### config.mk
export PLATFORM = sky130hd
export DESIGN_NAME = datetime_to_unix
export DESIGN_NICKNAME = d
export VERILOG_FILES = /design/src/rtl/clock_pkg.sv /design/src/rtl/days_in_month.sv /design/src/rtl/datetime_to_unix.sv
export SDC_FILE = /design/constraint.sdc
export NUM_CORES = 1
export LEC_CHECK = 0
export ABC_AREA = 1
export CAP_MARGIN = 30
export CORE_MARGIN = 2
export CORE_UTILIZATION = 60
export CTS_BUF_LIST = sky130_fd_sc_hd__clkbuf_4 sky130_fd_sc_hd__clkbuf_8
export CTS_CLUSTER_DIAMETER = 50
export DETAILED_ROUTE_END_ITERATION = 10
export PLACE_DENSITY_LB_ADDON = 0.25
export SYNTH_ARGS = -nofsm -noshare
export SYNTH_HDL_FRONTEND = slang
export SYNTH_SLANG_ARGS = --single-unit
export TNS_END_PERCENT = 100
### constraint.sdc
create_clock -name clk -period 15.4 [get_ports clk]
set_input_delay 3.85 -clock clk [delete_from_list [all_inputs] [get_ports clk]]
set_output_delay 3.85 -clock clk [all_outputs]
set_load 0.01 [all_outputs]
### src/rtl/clock_pkg.sv
// Shared calendar constants, FSM state type and leap-year rule for the
// date/time to Unix-seconds conversion path.
package clock_pkg;

  localparam int YEAR_MIN      = 1970;
  localparam int YEAR_MAX      = 2099;
  localparam int SECS_PER_DAY  = 86400;
  localparam int SECS_PER_HOUR = 3600;
  localparam int SECS_PER_MIN  = 60;

  typedef enum logic [2:0] {
    IDLE,
    CHECK,
    YEARS,
    MONTHS,
    FINISH,
    LOAD
  } state_t;

  // Within 1970..2099 the century exceptions never apply, so year%4 suffices.
  function automatic logic is_leap(input logic [11:0] y);
    return (y[1:0] == 2'd0);
  endfunction

endpackage

### src/rtl/days_in_month.sv
// Combinational month-length lookup; returns 0 for an illegal month so a
// day comparison against it always fails.
module days_in_month (
  input  logic [3:0] month,
  input  logic       leap,
  output logic [4:0] len
);

  always_comb begin
    // NOTE: every path assigns len (default arm included), so no latch is inferred.
    case (month)
      4'd2:                                    len = leap ? 5'd29 : 5'd28;
      4'd4, 4'd6, 4'd9, 4'd11:                 len = 5'd30;
      4'd1, 4'd3, 4'd5, 4'd7, 4'd8, 4'd10,
      4'd12:                                   len = 5'd31;
      default:                                 len = 5'd0;
    endcase
  end

endmodule

### src/rtl/datetime_to_unix.sv
// Iterative calendar-to-Unix-seconds converter: accumulates one year or month
// per clock, then loads the result into the Unix counter with a load_n pulse.
module datetime_to_unix #(
  parameter int YEAR_MIN = clock_pkg::YEAR_MIN,
  parameter int YEAR_MAX = clock_pkg::YEAR_MAX,
  parameter int CNT_W    = 64
) (
  input  logic             clk,
  input  logic             rst_n,
  input  logic             start,
  input  logic [11:0]      year,
  input  logic [3:0]       month,
  input  logic [4:0]       day,
  input  logic [4:0]       hour,
  input  logic [5:0]       minute,
  input  logic [5:0]       second,
  output logic             busy,
  output logic             done,
  output logic             err,
  output logic [CNT_W-1:0] set_counter,
  output logic             load_n
);

  import clock_pkg::*;

  localparam logic [11:0] Y_MIN = 12'(YEAR_MIN);
  localparam logic [11:0] Y_MAX = 12'(YEAR_MAX);
  localparam int          SEC_W = 34;

  state_t      state, state_next;

  logic [11:0] year_q;
  logic [3:0]  month_q;
  logic [4:0]  day_q;
  logic [4:0]  hour_q;
  logic [5:0]  minute_q;
  logic [5:0]  second_q;

  logic [11:0] yr_idx;
  logic [3:0]  mo_idx;
  logic [15:0] day_acc;
  logic        err_q;

  logic [3:0]  dim_month;
  logic [4:0]  dim_len;
  logic        fields_ok;
  logic [15:0] days_total;
  logic [SEC_W-1:0] total_secs;

  // One lookup serves both day validation (CHECK) and month accumulation (MONTHS).
  assign dim_month = (state == MONTHS) ? mo_idx : month_q;

  days_in_month u_dim (
    .month (dim_month),
    .leap  (is_leap(year_q)),
    .len   (dim_len)
  );

  always_comb begin
    fields_ok = (year_q >= Y_MIN) && (year_q <= Y_MAX)
             && (month_q != 4'd0) && (month_q <= 4'd12)
             && (day_q != 5'd0) && (day_q <= dim_len)
             && (hour_q <= 5'd23)
             && (minute_q <= 6'd59) && (second_q <= 6'd59);
  end

  always_comb begin
    days_total = day_acc + 16'(day_q) - 16'd1;
    total_secs = SEC_W'(days_total) * SEC_W'(SECS_PER_DAY)
               + SEC_W'(hour_q)     * SEC_W'(SECS_PER_HOUR)
               + SEC_W'(minute_q)   * SEC_W'(SECS_PER_MIN)
               + SEC_W'(second_q);
  end

  // State register
  always_ff @(posedge clk) begin
    // NOTE: sequential state uses non-blocking (<=) so every flop samples pre-edge values.
    if (!rst_n) state <= IDLE;
    else        state <= state_next;
  end

  // Next-state logic
  always_comb begin
    state_next = state;
    case (state)
      IDLE:    if (start) state_next = CHECK;
      CHECK:   state_next = fields_ok ? YEARS : IDLE;
      YEARS:   if (yr_idx == year_q) state_next = MONTHS;
      MONTHS:  if (mo_idx == month_q) state_next = FINISH;
      FINISH:  state_next = LOAD;
      LOAD:    state_next = IDLE;
      default: state_next = IDLE;
    endcase
  end

  // Outputs; err_q carries the CHECK verdict into the following IDLE cycle.
  always_comb begin
    busy   = (state != IDLE);
    load_n = (state != LOAD);
    done   = (state == LOAD) || err_q;
    err    = err_q;
  end

  // Datapath: field capture, accumulators and the result register
  always_ff @(posedge clk) begin
    if (!rst_n) begin
      year_q      <= '0;
      month_q     <= '0;
      day_q       <= '0;
      hour_q      <= '0;
      minute_q    <= '0;
      second_q    <= '0;
      yr_idx      <= '0;
      mo_idx      <= '0;
      day_acc     <= '0;
      err_q       <= 1'b0;
      set_counter <= '0;
    end else begin
      err_q <= 1'b0;
      case (state)
        IDLE: if (start) begin
          year_q   <= year;
          month_q  <= month;
          day_q    <= day;
          hour_q   <= hour;
          minute_q <= minute;
          second_q <= second;
        end
        CHECK: begin
          err_q   <= !fields_ok;
          yr_idx  <= Y_MIN;
          day_acc <= '0;
        end
        YEARS: begin
          if (yr_idx != year_q) begin
            day_acc <= day_acc + (is_leap(yr_idx) ? 16'd366 : 16'd365);
            yr_idx  <= yr_idx + 12'd1;
          end else begin
            mo_idx <= 4'd1;
          end
        end
        MONTHS: if (mo_idx != month_q) begin
          day_acc <= day_acc + 16'(dim_len);
          mo_idx  <= mo_idx + 4'd1;
        end
        FINISH: set_counter <= CNT_W'(total_secs);
        default: ;
      endcase
    end
  end

endmodule

# After elaboration in Yosys (flattened, before gate mapping)

Index checks and enable logic that the tools add are counted.
W data, S select, Z words.

Bits in registers: 108
Bits of input ports: 41
Output and inout port bits: 68
Logic and storage cells: 103

$add $sub $neg: 9
$mul: 3
Order comparisons: 7
Eq/ne operators: 28
Mux-type cells: 17
Reduce and logical (&&, ||, !) cells: 27

Operators with widths:

| cell                     | count |
|---|---|
| $pmux W16 S3             | 1 |
| $add A33 B17 Y34         | 1 |
| $add A34 B12 Y34         | 1 |
| $add A34 B6 Y34          | 1 |
| $add A16 B5 Y16          | 2 |
| $mux W16                 | 2 |
| $mul A16 B10 Y26 const B | 1 |
| $pmux W12 S2             | 1 |
| $eq A4 B4 Y1 const B     | 5 |
| $add A16 B9 Y16          | 1 |
| $eq A4 B3 Y1 const B     | 4 |
| $sub A16 B1 Y16 const B  | 1 |
| $pmux W3 S5              | 1 |
| $pmux W5 S3              | 1 |
| $mul A5 B8 Y13 const B   | 1 |
| $add A12 B1 Y12 const B  | 1 |
| $eq A12 B12 Y1           | 1 |
| $ge A12 B11 Y1 const B   | 1 |
| $le A12 B12 Y1 const B   | 1 |
| $le A6 B6 Y1 const B     | 2 |
| $mux W12                 | 1 |
| $mux W4                  | 3 |
| $ne A12 B12 Y1           | 1 |
| $mul A6 B4 Y10 const B   | 1 |
| 31 further kinds         | 55 |

# Depth between registers and ports, before layout

Gate-level depths: netlist (run 1).

Word-level depth: 12
Depth in mapped cells: 39
Mapped depth without buffers: 39

# By module

A second synthesis (run 1) with hierarchy kept.

Cells, all modules: 1747
Area, all modules: 12100.4 sq um

Modules (own cells, without submodules):

| module           | instances | cells each | area an instance (sq um) | sequential area each (sq um) |
|---|---|---|---|---|
| datetime_to_unix | 1         | 1730       | 12019.0                  | 2162.1 |
| days_in_month    | 1         | 17         | 81.3                     | 0.0 |

# Least setup slack after synthesis (run 1)

No wires, ideal clock.

Kind: flip-flop to flip-flop
Start point: register day_acc[1]
End point: register set_counter[27]
Setup time: 113 ps
Arrival: 6172 ps
Setup slack: 9115 ps
Stages on the path, launching flop included: 39
Period minus slack after synthesis: 6285 ps
Cells stage by stage: dfxtp_1 inv_1 ha_1 inv_1 ha_1 fa_1 nand3_1 nand2_1 a21oi_1 o21bai_1 xor2_1 inv_1 fa_1 inv_1 ha_1 inv_1 fa_1 inv_1 (+3 left out) nand2_1 nand2_1 inv_1 nand2_2 xor2_1 ha_1 ha_1 nand2_1 nor2_1 nand4_1 o21ai_0 nand3_1 nand2_2 nand2_1 nor2_2 o21ai_1 o21ai_1 inv_1

Cells in the longest elaborated chain, start to end: 6

RTL lines:

| element                  | RTL line                | text |
|---|---|---|
| start: declaration       | datetime_to_unix.sv:41  | `logic [15:0] day_acc;` |
| start signal: assignment | datetime_to_unix.sv:136 | `day_acc <= day_acc + (is_leap(yr_idx) ? 16'd366 : 16'd365);` |
| start signal: assignment | datetime_to_unix.sv:143 | `day_acc <= day_acc + 16'(dim_len);` |
| $add A16 B5 Y16          | datetime_to_unix.sv:68  | `days_total = day_acc + 16'(day_q) - 16'd1;` |
| $sub A16 B1 Y16          | datetime_to_unix.sv:68  |  |
| $mul A16 B10 Y26         | datetime_to_unix.sv:69  | `total_secs = SEC_W'(days_total) * SEC_W'(SECS_PER_DAY)` |
| $add A33 B17 Y34         | datetime_to_unix.sv:70  | `+ SEC_W'(hour_q) * SEC_W'(SECS_PER_HOUR)` |
| $add A34 B12 Y34         | datetime_to_unix.sv:71  | `+ SEC_W'(minute_q) * SEC_W'(SECS_PER_MIN)` |
| $add A34 B6 Y34          | datetime_to_unix.sv:72  | `+ SEC_W'(second_q);` |
| end signal: assignment   | datetime_to_unix.sv:146 | `FINISH: set_counter <= CNT_W'(total_secs);` |
| end: declaration         | datetime_to_unix.sv:20  | `output logic [CNT_W-1:0] set_counter,` |

Every way passes these cells.
A chain may end at the register's enable or synchronous reset.

# Worst setup path in the final report (run 1)

Same ends and word-level chain as after synthesis.

==> summary.md, run 1 <==
| Metric | Value |
|---|---|
| Status | completed |
| Max-slew headroom | 50.73% |
| Setup Buffers After CTS | 0 |
| Critical Path Sink Type | register |
| MaxCap Viol Count | 0 |
| DRC Markers | 0 |
| CP max FO | 4 |
| Die width | 144.8 um |
| Most frequent cells in the layout | inv_1 (332), nand2_1 (290), ha_1 (183) |
| RSZ-0062 raised after global routing | false |
| Syn Inst Count | 1676 |
| Worst Setup SP | day_acc[1] |
| Ratio of cells with drive above 1 in the final layout | 5.613% |
| Post-synth top area cell | ha_1 |
| Initial Util | 61.14% |
| CP delay by family, top | adder cells |
| CTS Buf Count | 9 |
| Slowest cell delay on critical path | approximately 0.55 ns |
| Dpl hpwl | about 23000 um |
| Sequential fraction of the synthesis area | 18.17% |
| # hold bufs at CTS | 0 |
| CP max-delay cell | fa_1 |
| Finish-stage setup viols | 0 |
| Clock slew at reported path FFs | about 0.12 ns |
| Critical Path AT | 7.27 ns |
| Drt pass-1 iters | 5 |
| Post_cts resized | 0 |
| Port buffer count | 78 |
| Clock Path Buffers | 2 |
| Mapped Area | approximately 12000 um2 |
| Vias in the first global route | 10014 |
| Critical Path Most Common Cell | inv_1 |
| Largest net degree at the start of global routing | 77 |
| Vias | around 11000 |
| Layout area overhead | 9.664% |
| GP Congestion | roughly 0.90 |
| Antenna Nets Post-Route | 0 |
| Commonest non-fill, non-tap cell in the layout | inv_1 |
| Root Buffer | clkbuf_8 |
| Vias per inst | 5.223 |
| Hold Crit Start | second_q[0] |
| Clk Latency, worst-skew pair | 0.40 ns |
| FP Rows | 51 |
| Worst-Margin Slew | 0.7382 ns |
| Die area | 20970 um2 |
| Total GRT Usage | 27.69% |
| Syn_area_per_cell | 7.100 um2 |
| Max Freq | 143.8 MHz |
| Share of the synthesized area in the top cell type | roughly 19% |
| Final period utilization | 45.15% |
| Max-slew violation count | 0 |
| Final #Nets | 2018 |
| CTS tree | yes |
| Hold Path Class | register to register |
| Synthesis warning total | 0 |
| Hold Vio Cnt, Final | 0 |
| Clk_skew | 0.01903 ns |
| Area of the multi-input gates | between 8000 and 9000 um2 |
| Reg area | 2162 um2 |
| H-tree depth | 3 |
| CP bufs+invs | 9 |
| CP Launch Type | register |
| Total core area | 19460 um2 |
| Global-route wire length before repair | 46510 um |
| 1st-iter DRT viols | 639 |
| Sinks on Clock Net | 108 |
| Synth unique cells | 53 |
| Drt wl/cell | roughly 14 um |
| Synth Register Bits | 108 |
| Grt ovf | 0 |
| Die height | 144.8 um |
| Required time of the worst setup path | 15.72 ns |
| Fillcell total | 1738 |
| Post-synth EDFFs | 0 |
| IO Pins | 109 |
| Final WS setup | 8.447 ns |
| Primary FF master, synth | dfxtp_1 |
| Final min period | 6.953 ns |
| Worst R2R Start | day_acc[1] |
| Async set-reset flop share out of synthesis | 0% |
| Largest cells by area after synthesis | ha_1 (19%), dfxtp_1 (18%), inv_1 (10%), nand2_1 (9.1%), fa_1 (8.9%) |
| Post-route setup TNS | 0 ns |
| Total Wirelength | between 20000 and 30000 um |
| Place WS | roughly 8.5 ns |
| CP Class | register to register |
| Initial antenna violation count | 0 |
==> metal layers <==
layer	routed length [um]	GRT usage [%]
met1	12780	36.15
met2	13650	47.27
met3	1181	3.949
met4	737	8.840
met5	0	0
==> cells in the mapped netlist (6+ instances only) <==
cell type,n
xnor2_1,23
ha_1,183
nand2_1,290
a21oi_1,123
dfxtp_1,108
inv_1,332
buf_4,31
nand2_2,20
o21ai_1,13
inv_2,20
nand3_1,62
nor3_1,16
nand3_2,8
nor2_2,14
fa_1,53
xor2_1,55
nand4_1,22
clkbuf_1,23
o21bai_1,11
nor2_1,117
a31oi_1,10
o21ai_0,89
nand3b_1,6
==> sequential cells by signal, summed over array words and instances, names as in the netlist <==
| register | flops |
|---|---|
| second_q | 6 |
| month_q | 4 |
| hour_q | 5 |
| year_q | 12 |
| mo_idx | 4 |
| set_counter | 34 |
| day_q | 5 |
| minute_q | 6 |
| state | 3 |
| yr_idx | 12 |
| day_acc | 16 |
| err | 1 |
==> cells by family (layout without fill, tap and decap cells) <==
kind of cell             count (synthesis)  in the layout  share of synthesized area, %
AND/OR/NAND/NOR                        565            565                         20.93
other                                    1             32                       0.03152
XOR/XNOR                                78             78                         5.741
AO/OA/AOI/OAI                          276            276                         12.87
adder cells (fa/ha/maj)                236            236                         28.16
flip-flops                             108            108                         18.17
buffers and inverters                  412            453                         14.10
==> final timing paths <==
| kind | cells past startpoint | slack (ns) | to |
|---|---|---|---|
| max reg2reg | 38 | 8.45 | set_counter[27] |
| min reg2reg | 2 | 0.47 | set_counter[0] |
| max | 38 | 8.45 | set_counter[27] |
| min | 2 | 0.47 | set_counter[0] |
==> layout make-up <==
type	instances	area share (%)
Multi-Input combinational cell	1185	62.69
Sequential cell	108	16.57
Inverter	355	10.25
Timing Repair Buffer	82	6.213
Tap cell	265	2.541
Clock buffer	9	0.9493
Clock inverter	7	0.7479
Antenna cell	2	0.03835
==> worst min-delay path: stages (launching register included) <==
cell     delay [ns]
dfxtp_1        0.32
inv_1          0.07
a21oi_1        0.06
==> stage by stage <==
step	instance area [um2]	hold WS, ns	utilization (%)	std cells
after detailed placement	12820	0.4611	65.88	1995
after global routing	13040	0.5021	67.02	2011
after global placement	12820	0.4429	65.88	1995
after floorplan	12010	0.4297	-	1705
final	13050	0.4724	67.05	2013
after CTS	13040	0.4765	67.02	2011
Power of run 1 is left out: the tool's default activity adds up to more than one toggle a clock period on the data nets, which glitch-free logic cannot reach.
==> inputs of run 2 (changes only) <==
--- a/config.mk
+++ b/config.mk
@@ -8,7 +8,7 @@
 export ABC_AREA = 1
 export CAP_MARGIN = 30
 export CORE_MARGIN = 2
-export CORE_UTILIZATION = 60
+export CORE_UTILIZATION = 55
 export CTS_BUF_LIST = sky130_fd_sc_hd__clkbuf_4 sky130_fd_sc_hd__clkbuf_8
 export CTS_CLUSTER_DIAMETER = 50
 export DETAILED_ROUTE_END_ITERATION = 10
==> constraint.sdc (replaced) <==
create_clock -name clk -period 5.7 [get_ports clk]
set_input_delay 1.425 -clock clk [delete_from_list [all_inputs] [get_ports clk]]
set_output_delay 1.425 -clock clk [all_outputs]
set_load 0.01 [all_outputs]
==> summary.md, run 2 (synthesis results as in run 1) <==
| Metric | Value |
|---|---|
| Status | finished, violations left |
| Failing checks | negative setup slack |
| Dpl hpwl | ~24000 um |
| Max-slew headroom | between 40% and 50% |
| CP Launch Type | register |
| DRC Markers | 0 |
| Finish-stage setup viols | 16 |
| Required time of the worst setup path | 6.02 ns |
| Initial antenna violation count | 1 |
| Max FFs per register | 34 |
| Root Buffer | clkbuf_8 |
| Biggest regs | set_counter (34), day_acc (16) |
| Hold Path Class | register to register |
| Clk Latency, worst-skew pair | 0.40 ns |
| Max Freq | between 150 and 200 MHz |
| Worst R2R Start | day_q[4] |
| Largest Register | set_counter |
| Max-slew violation count | 0 |
| Fin util | 71.28% |
| Drt pass-1 iters | 6 |
| Port buffer count | 78 |
| Clock slew at reported path FFs | 0.12 ns |
| Final WS setup | -0.3578 ns |
| Total GRT Usage | 27.90% |
| CTS tree | yes |
| CTS Buf Count | 9 |
| Vias in the first global route | 11013 |
| Worst-Margin Slew | ~0.8 ns |
| Most frequent cells in the layout | inv_1 (313), nand2_1 (252), buf_4 (165) |
| # hold bufs at CTS | 0 |
| Antenna Nets Post-Route | 0 |
| CP bufs+invs | 10 |
| Hold Vio Cnt, Final | 0 |
| Vias | roughly 11000 |
| Fin Hold WS | ~0.47 ns |
| Total core area | ~21000 um2 |
| Die width | 151.1 um |
| Ratio of cells with drive above 1 in the final layout | 20.95% |
| Largest net degree at the start of global routing | 51 |
| Grt ovf | 0 |
| Critical Path Most Common Cell | inv_1 |
| Die area | approximately 23000 um2 |
| RSZ-0062 raised after global routing | true |
| H-tree depth | 3 |
| GP Congestion | a little over 0.9 |
| Slowest cell delay on critical path | 0.52 ns |
| Hold Crit Start | second_q[0] |
| Die height | 151.1 um |
| Clk_skew | 0.01674 ns |
| Layout area overhead | 26.72% |
| Initial Util | 56.25% |
| CP max FO | 4 |
| Critical Path Sink Type | register |
| N_diodes | 0 |
| MaxCap Viol Count | 0 |
| Commonest non-fill, non-tap cell in the layout | inv_1 |
| FP Rows | between 50 and 60 |
| CP Class | register to register |
| 1st-iter DRT viols | 548 |
| Worst Setup SP | day_q[4] |
| Clock Path Buffers | 2 |
| CP max-delay cell | fa_1 |
| Final period utilization | 106.3% |
| Total Wirelength | 31710 um |
| Final min period | ~6 ns |
| Sinks on Clock Net | 108 |
| Critical Path AT | 6.37 ns |
| Drt wl/cell | 14.52 um |
| Global-route wire length before repair | 51150 um |
| CP delay by family, top | adder cells |
| Vias per inst | between 5 and 6 |
| Final #Nets | 2181 |
| IO Pins | around 110 |
run 2: changes by cell type in the layout (fill, tap and decap cells not counted), moves of 11 or more:
cell	previous run	this run
nand2_4	1	12
nand2_1	290	252
nor2_4	3	14
ha_1	183	158
nor2_1	116	97
ha_4	0	23
buf_4	4	165
nand2_2	20	47
inv_1	332	313
inv_2	20	36
run 2: through the flow:
stage	cell area [um2]	setup TNS (ns)	instances	setup slack, ns
global route	15080	-9.053	2184	-0.6440
CTS	14630	-1.953	2171	-0.2148
finish	15080	-3.595	2184	-0.3578
detailed placement	13960	-5.155	2138	-0.4405
global placement	13960	-3.973	2138	-0.3715
floorplan	12140	-0.05476	1705	-0.03177
run 2: routing by layer:
layer / part of all wire, % / track usage [%]
met5: 0 / 0
met4: 3.0 / 8.505
met3: 3.7 / 3.434
met2: 49 / 48.48
met1: 45 / 36.27
run 2: area by class of cell:
type / count / area (um2)
Clock buffer: 9 / 123.9
Clock inverter: 7 / 100.1
Fill cell: 1690 / 6076
Inverter: 355 / 1345
Multi-Input combinational cell: 1185 / 8944
Sequential cell: 108 / 2171
Tap cell: 275 / 344.1
Timing Repair Buffer: 245 / 2051
run 2: worst paths after layout:
check	end	slack [ns]	cells past startpoint
worst min-delay path	second_q[0]	0.47	2
worst min register to register	second_q[0]	0.47	2
worst max register to register	set_counter[25]	-0.36	35
worst max-delay path	set_counter[25]	-0.36	35
run 2: tightest hold or removal path: stages (launching register included):
cell     delay, ns
dfxtp_1       0.32
inv_1         0.06
a21oi_1       0.06
run 2: what timing repair did:
item,4_1_cts,5_1_grt
endpoints found under the setup margin,17,18
pin swaps,52,48
gates resized for setup,71,84
gates cloned,0,0
setup buffers,17,13
Power of run 2 is left out for the same reason.
